**config.mk**
```make
export PLATFORM = sky130hd
export DESIGN_NAME = game_life_ctrl
export DESIGN_NICKNAME = d
export VERILOG_FILES = /design/src/rtl/game_life_ctrl.sv
export SDC_FILE = /design/constraint.sdc
export NUM_CORES = 1
export LEC_CHECK = 0
export CAP_MARGIN = 10
export CORE_MARGIN = 2
export CORE_UTILIZATION = 59
export DETAILED_ROUTE_END_ITERATION = 6
export HOLD_SLACK_MARGIN = 0.1
export PLACE_DENSITY = 0.8
export SLEW_MARGIN = 30
export SYNTH_ARGS = -nofsm -noshare
export SYNTH_HDL_FRONTEND = slang
export SYNTH_SLANG_ARGS = --single-unit
export TNS_END_PERCENT = 100
```
**constraint.sdc**
```tcl
create_clock -name clk_25Hz -period 3.1 [get_ports clk_25Hz]
set_input_delay 0.31 -clock clk_25Hz [delete_from_list [all_inputs] [get_ports clk_25Hz]]
set_output_delay 0.31 -clock clk_25Hz [all_outputs]
set_load 0.03 [all_outputs]
```
**src/rtl/game_life_ctrl.sv**
```systemverilog
// Character-life sequencer: sprite valids, missile lifetime/cooldown, respawns, lives, score.
// All outputs registered; responses appear one clock after the causing input, timing counted in tick pulses.
module game_life_ctrl #(
    parameter int unsigned LIVES           = 3,
    parameter int unsigned MISSILE_TICKS   = 12,
    parameter int unsigned CD_TICKS        = 4,
    parameter int unsigned D_RESPAWN_TICKS = 16,
    parameter int unsigned R_RESPAWN_TICKS = 8
) (
    input  logic       clk_25Hz,
    input  logic       rst,
    input  logic       tick,
    input  logic       start,
    input  logic       fire,
    input  logic [3:0] Event,
    output logic       d_valid,
    output logic       d1_valid,
    output logic       d2_valid,
    output logic       r_valid,
    output logic       m_valid,
    output logic [7:0] score,
    output logic [1:0] lives,
    output logic       game_over,
    output logic [1:0] state
);

    typedef enum logic [1:0] {
        IDLE   = 2'd0,
        PLAY   = 2'd1,
        R_DEAD = 2'd2,
        OVER   = 2'd3
    } state_t;

    localparam logic [1:0] LV = 2'(LIVES);
    localparam logic [7:0] MT = 8'(MISSILE_TICKS);
    localparam logic [7:0] CD = 8'(CD_TICKS);
    localparam logic [7:0] DR = 8'(D_RESPAWN_TICKS);
    localparam logic [7:0] RR = 8'(R_RESPAWN_TICKS);

    state_t     state_q, state_d;
    logic [2:0] dv_q, dv_d;            // [2]=d, [1]=d1, [0]=d2, same order as Event[3:1]
    logic       r_valid_q, r_valid_d;
    logic       m_valid_q, m_valid_d;
    logic [7:0] score_q, score_d;
    logic [1:0] lives_q, lives_d;
    logic       game_over_q, game_over_d;
    logic [7:0] m_cnt_q, m_cnt_d;
    logic [7:0] cd_q, cd_d;
    logic [7:0] d_cnt_q [3];
    logic [7:0] d_cnt_d [3];
    logic [7:0] r_cnt_q, r_cnt_d;
    logic [3:0] ev_q;

    logic [3:0] ev_rise;
    logic [2:0] kill;
    logic       r_rise;
    logic [1:0] n_kill;
    logic [8:0] score_sum;

    assign ev_rise   = Event & ~ev_q;
    assign kill      = ev_rise[3:1] & dv_q;
    assign r_rise    = ev_rise[0];
    assign n_kill    = {1'b0, kill[2]} + {1'b0, kill[1]} + {1'b0, kill[0]};
    assign score_sum = {1'b0, score_q} + {7'd0, n_kill};

    // Lower-priority effects are applied first so higher-priority ones overwrite them.
    always_comb begin
        state_d     = state_q;
        dv_d        = dv_q;
        r_valid_d   = r_valid_q;
        m_valid_d   = m_valid_q;
        score_d     = score_q;
        lives_d     = lives_q;
        game_over_d = game_over_q;
        m_cnt_d     = m_cnt_q;
        cd_d        = cd_q;
        r_cnt_d     = r_cnt_q;
        for (int i = 0; i < 3; i++) d_cnt_d[i] = d_cnt_q[i];

        case (state_q)
            IDLE, OVER: begin
                if (start) begin
                    state_d     = PLAY;
                    dv_d        = 3'b111;
                    r_valid_d   = 1'b1;
                    m_valid_d   = 1'b0;
                    score_d     = 8'd0;
                    lives_d     = LV;
                    game_over_d = 1'b0;
                    m_cnt_d     = 8'd0;
                    cd_d        = 8'd0;
                    r_cnt_d     = 8'd0;
                    for (int i = 0; i < 3; i++) d_cnt_d[i] = 8'd0;
                end
            end
            default: begin
                if (tick) begin
                    if (m_cnt_q != 8'd0) begin
                        m_cnt_d = m_cnt_q - 8'd1;
                        if (m_cnt_q == 8'd1) begin
                            m_valid_d = 1'b0;
                            cd_d      = CD;
                        end
                    end else if (cd_q != 8'd0) begin
                        cd_d = cd_q - 8'd1;
                    end
                    for (int i = 0; i < 3; i++) begin
                        if (d_cnt_q[i] != 8'd0) begin
                            d_cnt_d[i] = d_cnt_q[i] - 8'd1;
                            if (d_cnt_q[i] == 8'd1) dv_d[i] = 1'b1;
                        end
                    end
                    if (state_q == R_DEAD && r_cnt_q != 8'd0) begin
                        r_cnt_d = r_cnt_q - 8'd1;
                        if (r_cnt_q == 8'd1) begin
                            state_d   = PLAY;
                            r_valid_d = 1'b1;
                        end
                    end
                end

                if (state_q == PLAY) begin
                    if (fire && !m_valid_q && cd_q == 8'd0) begin
                        m_valid_d = 1'b1;
                        m_cnt_d   = MT;
                    end
                    if (kill != 3'b000) begin
                        for (int i = 0; i < 3; i++) begin
                            if (kill[i]) begin
                                dv_d[i]    = 1'b0;
                                d_cnt_d[i] = DR;
                            end
                        end
                        // A body collision kills the dragon but earns nothing.
                        if (!r_rise) begin
                            score_d   = (score_sum > 9'd255) ? 8'hFF : score_sum[7:0];
                            m_valid_d = 1'b0;
                            m_cnt_d   = 8'd0;
                            cd_d      = CD;
                        end
                    end
                    if (r_rise) begin
                        lives_d   = lives_q - 2'd1;
                        r_valid_d = 1'b0;
                        m_valid_d = 1'b0;
                        m_cnt_d   = 8'd0;
                        cd_d      = 8'd0;
                        if (lives_q == 2'd1) begin
                            state_d     = OVER;
                            game_over_d = 1'b1;
                            dv_d        = 3'b000;
                        end else begin
                            state_d = R_DEAD;
                            r_cnt_d = RR;
                        end
                    end
                end
            end
        endcase
    end

    always_ff @(posedge clk_25Hz) begin
        if (rst) begin
            state_q     <= IDLE;
            dv_q        <= 3'b000;
            r_valid_q   <= 1'b0;
            m_valid_q   <= 1'b0;
            score_q     <= 8'd0;
            lives_q     <= LV;
            game_over_q <= 1'b0;
            m_cnt_q     <= 8'd0;
            cd_q        <= 8'd0;
            r_cnt_q     <= 8'd0;
            ev_q        <= 4'd0;
            for (int i = 0; i < 3; i++) d_cnt_q[i] <= 8'd0;
        end else begin
            state_q     <= state_d;
            dv_q        <= dv_d;
            r_valid_q   <= r_valid_d;
            m_valid_q   <= m_valid_d;
            score_q     <= score_d;
            lives_q     <= lives_d;
            game_over_q <= game_over_d;
            m_cnt_q     <= m_cnt_d;
            cd_q        <= cd_d;
            r_cnt_q     <= r_cnt_d;
            ev_q        <= Event;
            for (int i = 0; i < 3; i++) d_cnt_q[i] <= d_cnt_d[i];
        end
    end

    assign d_valid   = dv_q[2];
    assign d1_valid  = dv_q[1];
    assign d2_valid  = dv_q[0];
    assign r_valid   = r_valid_q;
    assign m_valid   = m_valid_q;
    assign score     = score_q;
    assign lives     = lives_q;
    assign game_over = game_over_q;
    assign state     = state_q;

endmodule

```
==> flow_metrics.tcl <==
set metrics [dict create \
    worst-setup-path-type "in2reg" \
    r2r_end "score[2]" \
    dieArea_sq_mm 0.00766 \
    synth_nets 546 \
    hold_slack_ns 0.377 \
    path_delay_family "adder cells" \
    critPathSlowestCell "fa_1" \
    wl_per_cell_um 16.2 \
    r2r_slack_ns 0.42 \
    final.setup.tns_ns 0 \
    tightest_slew_ns 0.848 \
    drcViolationCount 0 \
    grt_pass1_vias 3602 \
    vias_per_cell 6.41 \
    cap_violations 0 \
    die_h_um 87.5 \
    n_antenna_cell 0 \
    fmax_mhz 364 \
    cts_made_buffers 9 \
    worstHoldPathType "in2reg" \
    critPathRequiredTime_ns 3.37 \
    htreeDepth 3 \
    p_per_area_mw_per_mm2 556 \
    rsz0062_at_grt "false" \
    port_buffers 26 \
    route.vias.total 4022 \
    drive_gt1_frac 0.0731 \
    clk_pin_slew_ns 0.08 \
    hold_buffers 0 \
    synth_xor_area_frac 0.00213 \
    wirelength_met1_um 4700 \
    antenna_found_initial 0 \
    synthCells 517 \
    cts_sinks 70 \
    min_from "rst" \
    seq_area_frac_synth 0.340 \
    cts_resized 0 \
    holdPathStages 3 \
    crit_path_max_fanout 5 \
    crit_top_cell "fa_1" \
    area_growth_pct 11.1 \
    drt-initial-drc-count 258 \
    place.gp.congestion 0.969 \
    dr_wl_met3_um 581 \
    start_util 0.609 \
    crit_path_start_kind "input port" \
    drt_pass1_iterations 5 \
    yosys.area_share.adder 0.0644 \
    synth-simple-area-share 0.278 \
    fp.dieW_um 87.5 \
    grt_pass1_wl_um 16800 \
    clk_path_buf_depth 2 \
    critPathBufInv 2 \
    grt_util_all_layers 0.275 \
    synth_top_family_by_area "simple AND/OR/NAND/NOR gates" \
    hold_path_end "lives[0]" \
    timing.slew.headroom 0.430 \
    fin_crit_ns 2.75 \
    post_synth.cell_area_avg_sq_um 7.96 \
    ios 27 \
    ys.flop_type "dfxtp_1" \
    synth-seq-cells 70 \
    drv_slew 0 \
    synth_mux_area_frac 0.00729 \
    power_mw 2.54 \
    wirelength_um 10200 \
    grt-ovfl-total 0 \
    rr_startpoint "dv_q[0]" \
    dp.final_hpwl_um 7040 \
    status "complete, no violations" \
    fillCellCount 586 \
    yosysUniqueCellTypes 67 \
    ir_drop_mv 0.335 \
    skew_ns 0.0116 \
    hold_viol_final 0 \
    ys_warn_count 0 \
    std_cell_rows 30 \
    worstPathArrival_ns 3.01 \
    dr.max_layer_used "met4" \
    fin_crit_sh 0.886 \
    finalSetupViolCount 0 \
    path_cells "clkdlybuf4s50_1 -> and3b_1 -> fa_1 -> ha_1 -> inv_1 -> fa_1 -> and4b_1 -> nand2_1 -> a31o_2 -> a211oi_1" \
    cts-root-buf "clkbuf_8" \
    cts_tree "built" \
    final_util 0.677 \
    met2_length_um 4720 \
    grt_max_degree 59 \
    final_common_cell "dfxtp_1" \
    most-common-layout-cells "dfxtp_1 (70), nand2_1 (53), nor2_1 (49), a21oi_1 (49), inv_1 (29)" \
    nets 571 \
    cts_setup_buffers 0 \
    synth_area_sq_mm 0.00412 \
    final_antenna_net_count 0 \
    synth_compound_area_frac 0.250 \
    coreArea_sq_mm 0.00676 \
    endpoint_kind "register" \
    ff2ff_path_depth 9 \
    critPathLaunch "Event[1]" \
    max_stage_delay_ns 0.52 \
    synth_edf_count 0 \
    async_flop_share 0 \
    leakage_nw 1.70 \
    clock_latency_ns 0.35 \
]
==> worst min-delay path, cell delays in order <==
cell,delay [ns]
buf_2,0.09
inv_1,0.19
nand2_1,0.11
==> routing by layer <==
metal / global-route usage / up-vias
met5: 0 / -
met4: 0.101 / 0
met3: 0.0669 / 16
met2: 0.432 / 131
met1: 0.370 / 1900
li1: - / 1975
==> synthesized netlist by cell type (6+ instances only) <==
master,n,area [sq um]
ha_1,18,225
nor3_1,24,120
nand2_1,53,199
nand3_1,15,75.1
a21oi_1,49,245
inv_1,29,109
a21o_1,7,52.6
a211oi_1,9,67.6
nor4_1,9,56.3
nor2_1,49,184
nand4_1,6,37.5
dfxtp_1,70,1400
o21ai_0,27,135
a31oi_1,15,93.8
a311oi_1,14,123
nor2b_1,9,56.3
clkbuf_1,10,37.5
==> registers in the layout, indices dropped and copies added (netlist names) <==
signal     count
cd_q           8
d_cnt_q       24
dv_q           3
ev_q           4
game_over      1
lives          2
m_cnt_q        8
m_valid        1
r_cnt_q        8
r_valid        1
score          8
state          2
==> through the flow <==
step                setup WS [ns]  instance area [sq um]  std cells
global placement           0.0664                   4410        611
detailed placement       -0.00205                   4410        611
floorplan                   0.450                   4120        517
finish                      0.353                   4570        627
CTS                         0.377                   4570        627
global route                0.263                   4570        627
==> power by group <==
part	total, mW	switching (mW)	internal, mW
clock network	0.643	0.356	0.287
registers	1.06	0.0865	0.972
logic	0.840	0.528	0.312
total	2.54	0.970	1.57
==> worst max path at each step <==
| stage | slack, ns | depth (start not counted) | to |
|---|---|---|---|
| 5_1_grt | 0.26 | 10 | score[2] |
| 2_1_floorplan | 0.45 | 9 | score[2] |
| 3_5_place_dp | -0.002 | 10 | score[2] |
| 3_3_place_gp | 0.07 | 10 | score[2] |
| 4_1_cts | 0.38 | 10 | score[2] |
| 6_report | 0.35 | 10 | score[2] |
==> area by class of cell <==
type | count | area (sq um) | share of cell area
clock inverter | 6 | 38.8 | 0.00848
sequential | 70 | 1400 | 0.306
timing repair buffer | 34 | 315 | 0.0689
multi-input combinational | 398 | 2480 | 0.543
inverter | 29 | 109 | 0.0238
clock buffer | 10 | 128 | 0.0279
tap | 80 | 100 | 0.0219
==> logic make-up after synthesis <==
family	Yosys count
AO/OA/AOI/OAI	157
adder cells (fa/ha/maj)	20
flip-flops	70
buffers and inverters	49
multiplexers	3
XOR/XNOR	1
AND/OR/NAND/NOR	217
Power figures use the tool's default switching activity.
